File: config.mk
export PLATFORM = sky130hd
export DESIGN_NAME = ddr5_ca_cmd_gen_flat
export DESIGN_NICKNAME = d
export VERILOG_FILES = /design/src/rtl/ddr5_ca_cmd_gen_if.sv /design/src/rtl/ddr5_ca_cmd_gen.sv /design/src/flat_wrapper.sv
export SDC_FILE = /design/constraint.sdc
export NUM_CORES = 1
export LEC_CHECK = 0
export ABC_AREA = 0
export CORE_ASPECT_RATIO = 0.5
export CORE_MARGIN = 1
export CORE_UTILIZATION = 50
export DETAILED_ROUTE_END_ITERATION = 10
export PLACE_DENSITY_LB_ADDON = 0.08
export RECOVER_POWER = 25
export SYNTH_ARGS = -nofsm -noshare
export SYNTH_HDL_FRONTEND = slang
export SYNTH_SLANG_ARGS = --single-unit
File: constraint.sdc
create_clock -name ck_t -period 5.3 [get_ports ck_t]
set_input_delay 1.06 -clock ck_t [delete_from_list [all_inputs] [get_ports ck_t]]
set_output_delay 1.06 -clock ck_t [all_outputs]
set_load 0.02 [all_outputs]
File: src/rtl/ddr5_ca_cmd_gen_if.sv
// Request channel into the DDR5 CA command generator: valid/ready handshake
// carrying the access direction plus target row and column.
interface ddr5_ca_cmd_gen_if #(
    parameter int ROW_W = 16,
    parameter int COL_W = 10
);
    logic             req_valid;
    logic             req_ready;
    logic             req_write;
    logic [ROW_W-1:0] req_row;
    logic [COL_W-1:0] req_col;

    modport master (
        output req_valid,
        output req_write,
        output req_row,
        output req_col,
        input  req_ready
    );

    modport slave (
        input  req_valid,
        input  req_write,
        input  req_row,
        input  req_col,
        output req_ready
    );
endinterface

File: src/rtl/ddr5_ca_cmd_gen.sv
// Controller-side DDR5 command issuer: tracks one open row, sequences PREab/ACT
// ahead of a two-cycle RD/WR on cs_n/ca, and enforces tRP, tRCD and tCCD.
//
// state    | meaning
// IDLE     | waiting for a request (ready once tCCD allows a CAS next cycle)
// PRE      | PREab driven, closes the open row
// WAIT_RP  | counting down tRP before ACT
// ACT1     | ACT cycle 1 (row[11:0])
// ACT2     | ACT cycle 2 (row[15:12]); row now open
// WAIT_RCD | counting down tRCD before CAS
// CAS1     | RD/WR cycle 1 (opcode)
// CAS2     | RD/WR cycle 2 (column); cmd_done pulses
module ddr5_ca_cmd_gen #(
    parameter int ROW_W = 16,
    parameter int COL_W = 10,
    parameter int T_RCD = 4,
    parameter int T_RP  = 4,
    parameter int T_CCD = 4
) (
    input  logic              ck_t,
    input  logic              rst,
    ddr5_ca_cmd_gen_if.slave  bus,
    output logic              cs_n,
    output logic [13:0]       ca,
    output logic              cmd_done,
    output logic              row_open
);

    typedef enum logic [2:0] {
        IDLE,
        PRE,
        WAIT_RP,
        ACT1,
        ACT2,
        WAIT_RCD,
        CAS1,
        CAS2
    } state_t;

    // Wait states are entered one cycle after PRE / two after ACT1, so the
    // preload leaves exactly T_RP / T_RCD cycles between command starts.
    localparam logic [7:0] RP_LOAD  = (T_RP  >= 2) ? 8'(T_RP - 2)  : 8'd0;
    localparam logic [7:0] RCD_LOAD = (T_RCD >= 3) ? 8'(T_RCD - 3) : 8'd0;
    localparam logic [3:0] CCD_LOAD = 4'(T_CCD - 1);

    localparam logic [13:0] CA_PREAB = 14'h000B;
    localparam logic [13:0] CA_RD    = 14'h001D;
    localparam logic [13:0] CA_WR    = 14'h000D;

    state_t           state, state_nxt;
    logic [7:0]       tmr, tmr_nxt;
    logic [3:0]       ccd, ccd_nxt;
    logic             req_ready_q;

    logic             lat_write;
    logic [ROW_W-1:0] lat_row;
    logic [COL_W-1:0] lat_col;
    logic [ROW_W-1:0] open_row;

    logic             accept;
    logic             hit;
    logic             cmd_write;
    logic [ROW_W-1:0] cmd_row;
    logic [COL_W-1:0] cmd_col;
    logic [15:0]      row_ext;
    logic             cs_n_nxt;
    logic [13:0]      ca_nxt;

    assign bus.req_ready = req_ready_q;

    always_comb begin
        accept = (state == IDLE) && bus.req_valid && req_ready_q;
        hit    = row_open && (bus.req_row == open_row);
    end

    // The command driven next cycle may belong to the request being accepted
    // right now, before its fields reach the latches.
    always_comb begin
        cmd_write = accept ? bus.req_write : lat_write;
        cmd_row   = accept ? bus.req_row   : lat_row;
        cmd_col   = accept ? bus.req_col   : lat_col;
    end

    always_comb begin
        state_nxt = state;
        tmr_nxt   = tmr;
        case (state)
            IDLE: begin
                if (accept) begin
                    if (hit) begin
                        state_nxt = CAS1;
                    end else if (row_open) begin
                        state_nxt = PRE;
                    end else begin
                        state_nxt = ACT1;
                    end
                end
            end
            PRE: begin
                if (T_RP <= 1) begin
                    state_nxt = ACT1;
                end else begin
                    state_nxt = WAIT_RP;
                    tmr_nxt   = RP_LOAD;
                end
            end
            WAIT_RP: begin
                if (tmr == 8'd0) begin
                    state_nxt = ACT1;
                end else begin
                    tmr_nxt = tmr - 8'd1;
                end
            end
            ACT1: state_nxt = ACT2;
            ACT2: begin
                if (T_RCD <= 2) begin
                    state_nxt = CAS1;
                end else begin
                    state_nxt = WAIT_RCD;
                    tmr_nxt   = RCD_LOAD;
                end
            end
            WAIT_RCD: begin
                if (tmr == 8'd0) begin
                    state_nxt = CAS1;
                end else begin
                    tmr_nxt = tmr - 8'd1;
                end
            end
            CAS1:    state_nxt = CAS2;
            CAS2:    state_nxt = IDLE;
            default: state_nxt = IDLE;
        endcase
    end

    // tCCD keeps running across PRE/ACT; it only reloads on a new CAS.
    always_comb begin
        ccd_nxt = ccd;
        if (state_nxt == CAS1) begin
            ccd_nxt = CCD_LOAD;
        end else if (ccd != 4'd0) begin
            ccd_nxt = ccd - 4'd1;
        end
    end

    always_comb begin
        cs_n_nxt = 1'b1;
        ca_nxt   = 14'd0;
        row_ext  = 16'(cmd_row);
        case (state_nxt)
            PRE: begin
                cs_n_nxt = 1'b0;
                ca_nxt   = CA_PREAB;
            end
            ACT1: begin
                cs_n_nxt = 1'b0;
                ca_nxt   = {row_ext[11:0], 2'b00};
            end
            ACT2: ca_nxt = {10'd0, row_ext[15:12]};
            CAS1: begin
                cs_n_nxt = 1'b0;
                ca_nxt   = cmd_write ? CA_WR : CA_RD;
            end
            CAS2:    ca_nxt = 14'(cmd_col);
            default: ca_nxt = 14'd0;
        endcase
    end

    always_ff @(posedge ck_t) begin
        if (rst) begin
            state       <= IDLE;
            tmr         <= 8'd0;
            ccd         <= 4'd0;
            req_ready_q <= 1'b0;
            cs_n        <= 1'b1;
            ca          <= 14'd0;
            cmd_done    <= 1'b0;
            row_open    <= 1'b0;
            open_row    <= '0;
            lat_write   <= 1'b0;
            lat_row     <= '0;
            lat_col     <= '0;
        end else begin
            state       <= state_nxt;
            tmr         <= tmr_nxt;
            ccd         <= ccd_nxt;
            req_ready_q <= (state_nxt == IDLE) && (ccd_nxt == 4'd0);
            cs_n        <= cs_n_nxt;
            ca          <= ca_nxt;
            cmd_done    <= (state_nxt == CAS2);
            if (state_nxt == PRE) begin
                row_open <= 1'b0;
            end else if (state_nxt == ACT2) begin
                row_open <= 1'b1;
                open_row <= lat_row;
            end
            if (accept) begin
                lat_write <= bus.req_write;
                lat_row   <= bus.req_row;
                lat_col   <= bus.req_col;
            end
        end
    end

endmodule

File: src/flat_wrapper.sv
// flat-port wrapper written by rule: the top's interface ports become plain ports
module ddr5_ca_cmd_gen_flat 
#(
    parameter int ROW_W = 16,
    parameter int COL_W = 10,
    parameter int T_RCD = 4,
    parameter int T_RP  = 4,
    parameter int T_CCD = 4
)
  (ck_t, rst, cs_n, ca, cmd_done, row_open, bus_req_valid, bus_req_write, bus_req_row, bus_req_col, bus_req_ready);
  ddr5_ca_cmd_gen_if #(.ROW_W(ROW_W), .COL_W(COL_W)) bus_i ();
  input  logic ck_t;
  input  logic rst;
  output logic cs_n;
  output logic [13:0] ca;
  output logic cmd_done;
  output logic row_open;
  input wire logic [$bits(bus_i.req_valid)-1:0] bus_req_valid;
  input wire logic [$bits(bus_i.req_write)-1:0] bus_req_write;
  input wire logic [$bits(bus_i.req_row)-1:0] bus_req_row;
  input wire logic [$bits(bus_i.req_col)-1:0] bus_req_col;
  output wire logic [$bits(bus_i.req_ready)-1:0] bus_req_ready;
  assign bus_i.req_valid = bus_req_valid;
  assign bus_i.req_write = bus_req_write;
  assign bus_i.req_row = bus_req_row;
  assign bus_i.req_col = bus_req_col;
  assign bus_req_ready = bus_i.req_ready;
  ddr5_ca_cmd_gen #(.ROW_W(ROW_W), .COL_W(COL_W), .T_RCD(T_RCD), .T_RP(T_RP), .T_CCD(T_CCD)) u_core (.ck_t(ck_t), .rst(rst), .bus(bus_i), .cs_n(cs_n), .ca(ca), .cmd_done(cmd_done), .row_open(row_open));
endmodule
==> results of run 1 <==
-- worst paths after layout --
path,from,end,slack (ns),depth (start not counted)
worst min register to register,u_core.lat_row[9],u_core.open_row[9],0.45,2
worst max register to register,u_core.state[1],u_core.ccd[0],2.61,4
worst min-delay path,u_core.lat_row[9],u_core.open_row[9],0.45,2
worst max-delay path,rst,u_core.bus.req_ready,1.86,5
-- sequential cells by signal, indices dropped and copies added, names as in the netlist --
| name | cells |
|---|---|
| u_core.ca | 14 |
| u_core.ccd | 4 |
| u_core.cmd_done | 1 |
| u_core.lat_col | 10 |
| u_core.bus.req_ready | 1 |
| u_core.tmr | 8 |
| u_core.lat_write | 1 |
| u_core.state | 3 |
| u_core.row_open | 1 |
| u_core.cs_n | 1 |
| u_core.open_row | 16 |
| u_core.lat_row | 16 |
-- power groups by stage --
stage | clock network [mW] | logic [mW] | registers, mW
floorplan | 0 | 0.582 | 0.702
global placement | 0 | 0.662 | 0.726
detailed placement | 0 | 0.683 | 0.731
CTS | 0.572 | 0.689 | 0.720
global route | 0.598 | 0.750 | 0.735
finish | 0.560 | 0.690 | 0.723
-- per-layer routing --
layer | global-route usage | up-vias
met2 | 0.401 | 75
met4 | 0.0946 | 0
li1 | - | 1471
met1 | 0.299 | 1420
met3 | 0.0695 | 8
met5 | 0 | -
-- worst max-delay path, stage by stage --
cell and delay (ns):
sky130_fd_sc_hd__buf_2 0.07, sky130_fd_sc_hd__clkbuf_1 1.95, sky130_fd_sc_hd__nor3_1 0.25, sky130_fd_sc_hd__nand3_1 0.21, sky130_fd_sc_hd__nor2_1 0.08
-- cells by family after synthesis --
logic type / synth area share
simple gates: 0.221
compound gates: 0.180
flops: 0.440
buf+inv: 0.0445
xor+xnor: 0.0604
mux: 0.0463
fa+ha+maj: 0.00724
-- final cells by class --
| type | instances | area [um2] |
|---|---|---|
| clock buffers | 10 | 239 |
| clock inverters | 6 | 38.8 |
| fillers | 574 | 2150 |
| inverters | 7 | 26.3 |
| multi-input cells | 294 | 1790 |
| flip-flops and latches | 76 | 1520 |
| well taps | 88 | 110 |
| repair buffers | 50 | 484 |
-- layout by cell type, fill, tap and decap left out, drive strengths merged, types with 5 or more instances in the layout --
master / Yosys / routed
dlygate4sd3: 0 / 5
mux2i: 16 / 16
nor4: 6 / 6
nand2: 58 / 58
o21ai: 10 / 10
dfxtp: 76 / 76
nor3: 13 / 13
nor2: 54 / 54
clkdlybuf4s50: 0 / 41
inv: 6 / 7
a211oi: 5 / 5
clkbuf: 9 / 11
xor2: 20 / 20
a21oi: 43 / 43
nand3: 10 / 10
nor2b: 6 / 6
-- stage by stage --
step | area [um2] | worst slack (ns) | hold slack (ns) | cells | util
after floorplan | 3460 | 2.84 | 0.431 | 399 | -
after global placement | 3930 | 1.89 | 0.436 | 515 | 0.619
after detailed placement | 3930 | 1.83 | 0.444 | 515 | 0.619
after CTS | 4210 | 2.17 | 0.457 | 531 | 0.663
after global routing | 4210 | 1.58 | 0.475 | 531 | 0.662
final | 4210 | 1.86 | 0.454 | 531 | 0.662
==> impl_summary.log, run 1 <==
INFO  metric run_status = finished, violations left
INFO  metric violated_checks = max-capacitance violations, max-slew violations
INFO  metric antenna-diode-count = 0
INFO  metric dieArea = 0.00727 mm2
INFO  metric final.min_clock_period = 3.44 ns
INFO  metric met3_length = 487 um
INFO  metric synthesis.area = 0.00346 mm2
INFO  metric clock-skew-final = 0.00452 ns
INFO  metric ctsResizeCount = 0
INFO  metric tritoncts_num_sinks = 76
INFO  metric io_pins = 48
INFO  metric grt-ovfl-total = 0
INFO  metric synth_enable_flop_cells = 0
INFO  metric yosysTopAreaCell = sky130_fd_sc_hd__dfxtp_1
INFO  metric synth.top_cells.by_area = sky130_fd_sc_hd__dfxtp_1 (44%), sky130_fd_sc_hd__nand2_1 (6.3%), sky130_fd_sc_hd__a21oi_1 (5.9%)
INFO  metric route.final.wire_length = 8180 um
INFO  metric power.share.combinational = 0.350
INFO  metric post_synth.cell_area_avg = 8.66 um2
INFO  metric syn-num-nets = 431
INFO  metric hold_path.class = register to register
INFO  metric ys_ff_latch = 76
INFO  metric dr.first_iter.drc_count = 207
INFO  metric die_height = 60.8 um
INFO  metric hold_viol_final = 0
INFO  metric post_drt_via_cell_ratio = 5.60
INFO  metric yosysUniqueCellTypes = 59
INFO  metric cts_tree = done
INFO  metric rsz0062_at_grt = no
INFO  metric post_synth_inst_count = 399
INFO  metric drv_slew = 63
INFO  metric routability_cong = 0.851
INFO  metric netlist.area_leader.share = 0.440
INFO  metric total_power_density_per_cell_area = 469 mW/mm2
INFO  metric clkPwrFrac = 0.284
INFO  metric cellInternalPower = 1.23 mW
INFO  metric grt_pass1_vias = 2739
INFO  metric synth.most_common_cell = sky130_fd_sc_hd__dfxtp_1
INFO  metric post_detailed_placement_half_perimeter_wirelength = 5730 um
INFO  metric ant_nets = 0
INFO  metric power_frac_seq = 0.366
INFO  metric timing.setup.critical_path_class = input pin to register
INFO  metric nNetsFinal = 470
INFO  metric cts_setup_buffers = 0
INFO  metric synth_ff_type = sky130_fd_sc_hd__dfxtp_1
INFO  metric met1_length = 3760 um
INFO  metric start_kind = input pin
INFO  metric tightestPinTransition = 2.77 ns
INFO  metric cts.reportedPaths.clkPinSlew = 0.06 ns
INFO  metric drive_above_1_share = 0.0858
INFO  metric worst-endpoint-required = 5.49 ns
INFO  metric met2RoutedLength = 3850 um
INFO  metric detail_route.drc_violations = 0
INFO  metric drt_pre_antenna_iters = 4
INFO  metric highest_achievable_clock_rate = 291 MHz
INFO  metric seq_area_frac_synth = 0.440
INFO  metric final.setup.tns = 0 ns
INFO  metric cts_hold_buf = 0
INFO  metric p_sw = 0.739 mW
INFO  metric core.rowCount = 20
INFO  metric insertion_delay = 0.34 ns
INFO  metric io_buffer_count = 47
INFO  metric worst_slew_margin_rel = -0.850
INFO  metric root_buffer = sky130_fd_sc_hd__clkbuf_16
INFO  metric initial_utilization = 0.544
INFO  metric critical_path.endpoint_type = register
INFO  metric ir_worst_vdd = 0.186 mV
INFO  metric clock_tree.htree_level_count = 3
INFO  metric grt_max_degree = 63
INFO  metric timing.final.setup_violations = 0
INFO  metric p_leak = 1.49 nW
INFO  metric detailroute.via_count = 2974
INFO  metric ys_async_sr_fraction = 0
INFO  metric timing.critical_path.fanout_max = 62
INFO  metric ys.warnings.count = 0
INFO  metric post_synth_most_frequent_cells = sky130_fd_sc_hd__dfxtp_1 (76), sky130_fd_sc_hd__nand2_1 (58), sky130_fd_sc_hd__nor2_1 (53)
INFO  metric cts.path.max_buffers = 2
INFO  metric drv_cap = 1
INFO  metric numCtsBuffers = 9
INFO  metric top_signal_layer_used = met4
INFO  metric final_min_period_over_clock_period = 0.649
INFO  metric global_route_wire_length_before_repair = 13100 um
INFO  metric post_drt_wl_per_cell = 15.4 um
INFO  metric core = 0.00636 mm2
INFO  metric die_width = 120 um
INFO  metric area_growth_synth_to_finish = 21.7%
INFO  metric netSwitchingFraction = 0.375
INFO  metric antenna_found_initial = 0
INFO  metric worst-endpoint-arrival = 3.63 ns
INFO  metric power.total = 1.97 mW
INFO  metric total_grt_usage = 0.239
No activity file was read; power rests on OpenSTA's default activity.
==> run 2: changes to the inputs <==
Clock period 5.3 ns to 3.38 ns, I/O delays scaled along.
==> run 2 against run 1 <==
The flow now finishes without violations. Count of clock-buffer cells in the layout rose by 1. Sequential share of layout area down 0.61 points. Sequential power is 56% higher. Global-route usage increased by 0.70 points. Design area is 1.7% higher. Hold slack lost 0.0012 ns. Routed wire length grew 0.83%. Register-to-register slack worse by 1.8 ns. Critical path type unchanged.
==> impl_summary.log, run 2 (synthesized netlist as in run 1, its figures left out) <==
INFO  metric die_height = 60.8 um
INFO  metric grt_max_degree = 35
INFO  metric postLayoutCoreUtil = 0.673
INFO  metric worst-endpoint-required = 3.63 ns
INFO  metric post_drt_via_cell_ratio = 5.54
INFO  metric power.share.combinational = 0.330
INFO  metric worstPathCellList = clkdlybuf4s50_1 -> xor2_1 -> nor4_1 -> nand4_1 -> o211ai_2 -> nand3_2 -> nor3_1
INFO  metric power_frac_seq = 0.345
INFO  metric clock_tree.htree_level_count = 3
INFO  metric insertion_delay = 0.33 ns
INFO  metric nNetsFinal = 471
INFO  metric tightestPinTransition = 0.889 ns
INFO  metric cts.path.max_buffers = 2
INFO  metric clkPwrFrac = 0.325
INFO  metric highest_achievable_clock_rate = 351 MHz
INFO  metric largest_registers = u_core.lat_row (16), u_core.open_row (16), u_core.ca (14)
INFO  metric netSwitchingFraction = 0.353
INFO  metric final_common_cell = sky130_fd_sc_hd__dfxtp_1
INFO  metric dr.first_iter.drc_count = 270
INFO  metric final_min_period_over_clock_period = 0.843
INFO  metric drive_above_1_share = 0.0856
INFO  metric regToRegSetupSlack = 0.76 ns
INFO  metric global_route_wire_length_before_repair = 13500 um
INFO  metric root_buffer = sky130_fd_sc_hd__clkbuf_16
INFO  metric ant_nets = 0
INFO  metric drv_slew = 0
INFO  metric io_pins = 48
INFO  metric drv_cap = 0
INFO  metric p_sw = 1.15 mW
INFO  metric cts_setup_buffers = 0
INFO  metric rsz0062_at_grt = no
INFO  metric cellInternalPower = 2.11 mW
INFO  metric die_width = 120 um
INFO  metric start_kind = input pin
INFO  metric place.detailed.instances = 516
INFO  metric core = 0.00636 mm2
INFO  metric post_drt_wl_per_cell = 15.5 um
INFO  metric critical_path.endpoint_type = register
INFO  metric final.min_clock_period = 2.85 ns
INFO  metric worst_slew_margin_rel = 0.402
INFO  metric grt-ovfl-total = 0
INFO  metric ctsResizeCount = 0
INFO  metric antenna-diode-count = 0
INFO  metric dieArea = 0.00727 mm2
INFO  metric total_grt_usage = 0.246
INFO  metric route.final.wire_length = 8250 um
INFO  metric area_growth_synth_to_finish = 23.8%
INFO  metric hold_slack = 0.452 ns
INFO  metric clock-skew-final = 0.00697 ns
INFO  metric critical_path.max_stage_delay = 0.57 ns
INFO  metric routability_cong = 0.915
INFO  metric timing.final.setup_violations = 0
INFO  metric tritoncts_num_sinks = 76
INFO  metric final.setup.tns = 0 ns
INFO  metric cts_hold_buf = 0
INFO  metric ir_worst_vdd = 0.364 mV
INFO  metric hold_viol_final = 0
INFO  metric core.rowCount = 20
INFO  metric hold_path.class = register to register
INFO  metric post_detailed_placement_half_perimeter_wirelength = 5860 um
INFO  metric drt_pre_antenna_iters = 4
INFO  metric detailroute.via_count = 2945
INFO  metric run_status = finished clean
INFO  metric grt_pass1_vias = 2778
INFO  metric timing.critical_path.slowest_stage_cell = sky130_fd_sc_hd__o211ai_2
INFO  metric worst-endpoint-arrival = 3.10 ns
INFO  metric mostFrequentLayoutCells = sky130_fd_sc_hd__dfxtp_1 (76), sky130_fd_sc_hd__nand2_1 (58), sky130_fd_sc_hd__nor2_1 (53)
INFO  metric total_power_density_per_cell_area = 763 mW/mm2
INFO  metric io_buffer_count = 47
INFO  metric numCtsBuffers = 9
INFO  metric cts.reportedPaths.clkPinSlew = 0.06 ns
INFO  metric p_leak = 1.53 nW
INFO  metric timing.setup.critical_path_class = input pin to register
INFO  metric post_layout_nonfiller_instances = 532
INFO  metric detail_route.drc_violations = 0
INFO  metric cts_tree = done
INFO  metric initial_utilization = 0.544
INFO  metric timing.critical_path.fanout_max = 11
INFO  metric antenna_found_initial = 0
## run 2: cell count changes in the layout (fill, tap and decap cells not counted), sizes merged
| cell | previous run | this run |
|---|---|---|
| clkdlybuf4s50 | 41 | 36 |
| dlygate4sd3 | 5 | 10 |
| bufinv | 0 | 2 |
| clkinv | 4 | 2 |
| buf | 3 | 4 |
| clkbuf | 11 | 12 |
| inv | 7 | 6 |
## run 2: power by group through the flow
stage	clock, mW	sequential, mW	combinational, mW
floorplan	0	1.10	0.912
global placement	0	1.14	1.05
detailed placement	0	1.14	1.06
CTS	1.07	1.13	1.08
global route	1.11	1.14	1.18
finish	1.06	1.13	1.08
## run 2: cell type report
cell class                      count  area [um2]
Clock buffer                       11         253
Clock inverter                      5        83.8
Fill cell                         532        2080
Inverter                            7        26.3
Multi-Input combinational cell    294        1780
Sequential cell                    76        1520
Tap cell                           88         110
Timing Repair Buffer               51         504
## run 2: per-stage QoR
step	setup WS [ns]	power (mW)	cell area (um2)
after global placement	0.402	2.19	3950
after floorplan	1.30	2.01	3460
after global routing	0.384	3.44	4280
after detailed placement	0.254	2.21	3950
final	0.530	3.27	4280
after CTS	0.565	3.28	4290
## run 2: path summary, 6_finish.rpt
path / from / depth (start not counted) / to
worst max-delay path: bus_req_row[1] / 7 / u_core.ca[11]
worst max register to register: u_core.state[2] / 5 / u_core.ca[11]
worst min register to register: u_core.lat_row[1] / 2 / u_core.open_row[1]
worst min-delay path: u_core.lat_row[1] / 2 / u_core.open_row[1]
## run 2: routing by layer
metal / global-route usage / part of all wire / up-vias
met5: 0 / 0 / -
met4: 0.0804 / 0.0072 / 0
met3: 0.0658 / 0.057 / 7
met2: 0.410 / 0.46 / 66
met1: 0.320 / 0.48 / 1405
li1: - / - / 1467
## run 2: critical path: cells and delay by family
| kind | cells | cell delay [ns] |
|---|---|---|
| buffers and inverters | 1 | 0.44 |
| AOI/OAI and AO/OA | 1 | 0.57 |
| xor gates and xnor gates | 1 | 0.15 |
| and+or+nand+nor | 4 | 1.27 |
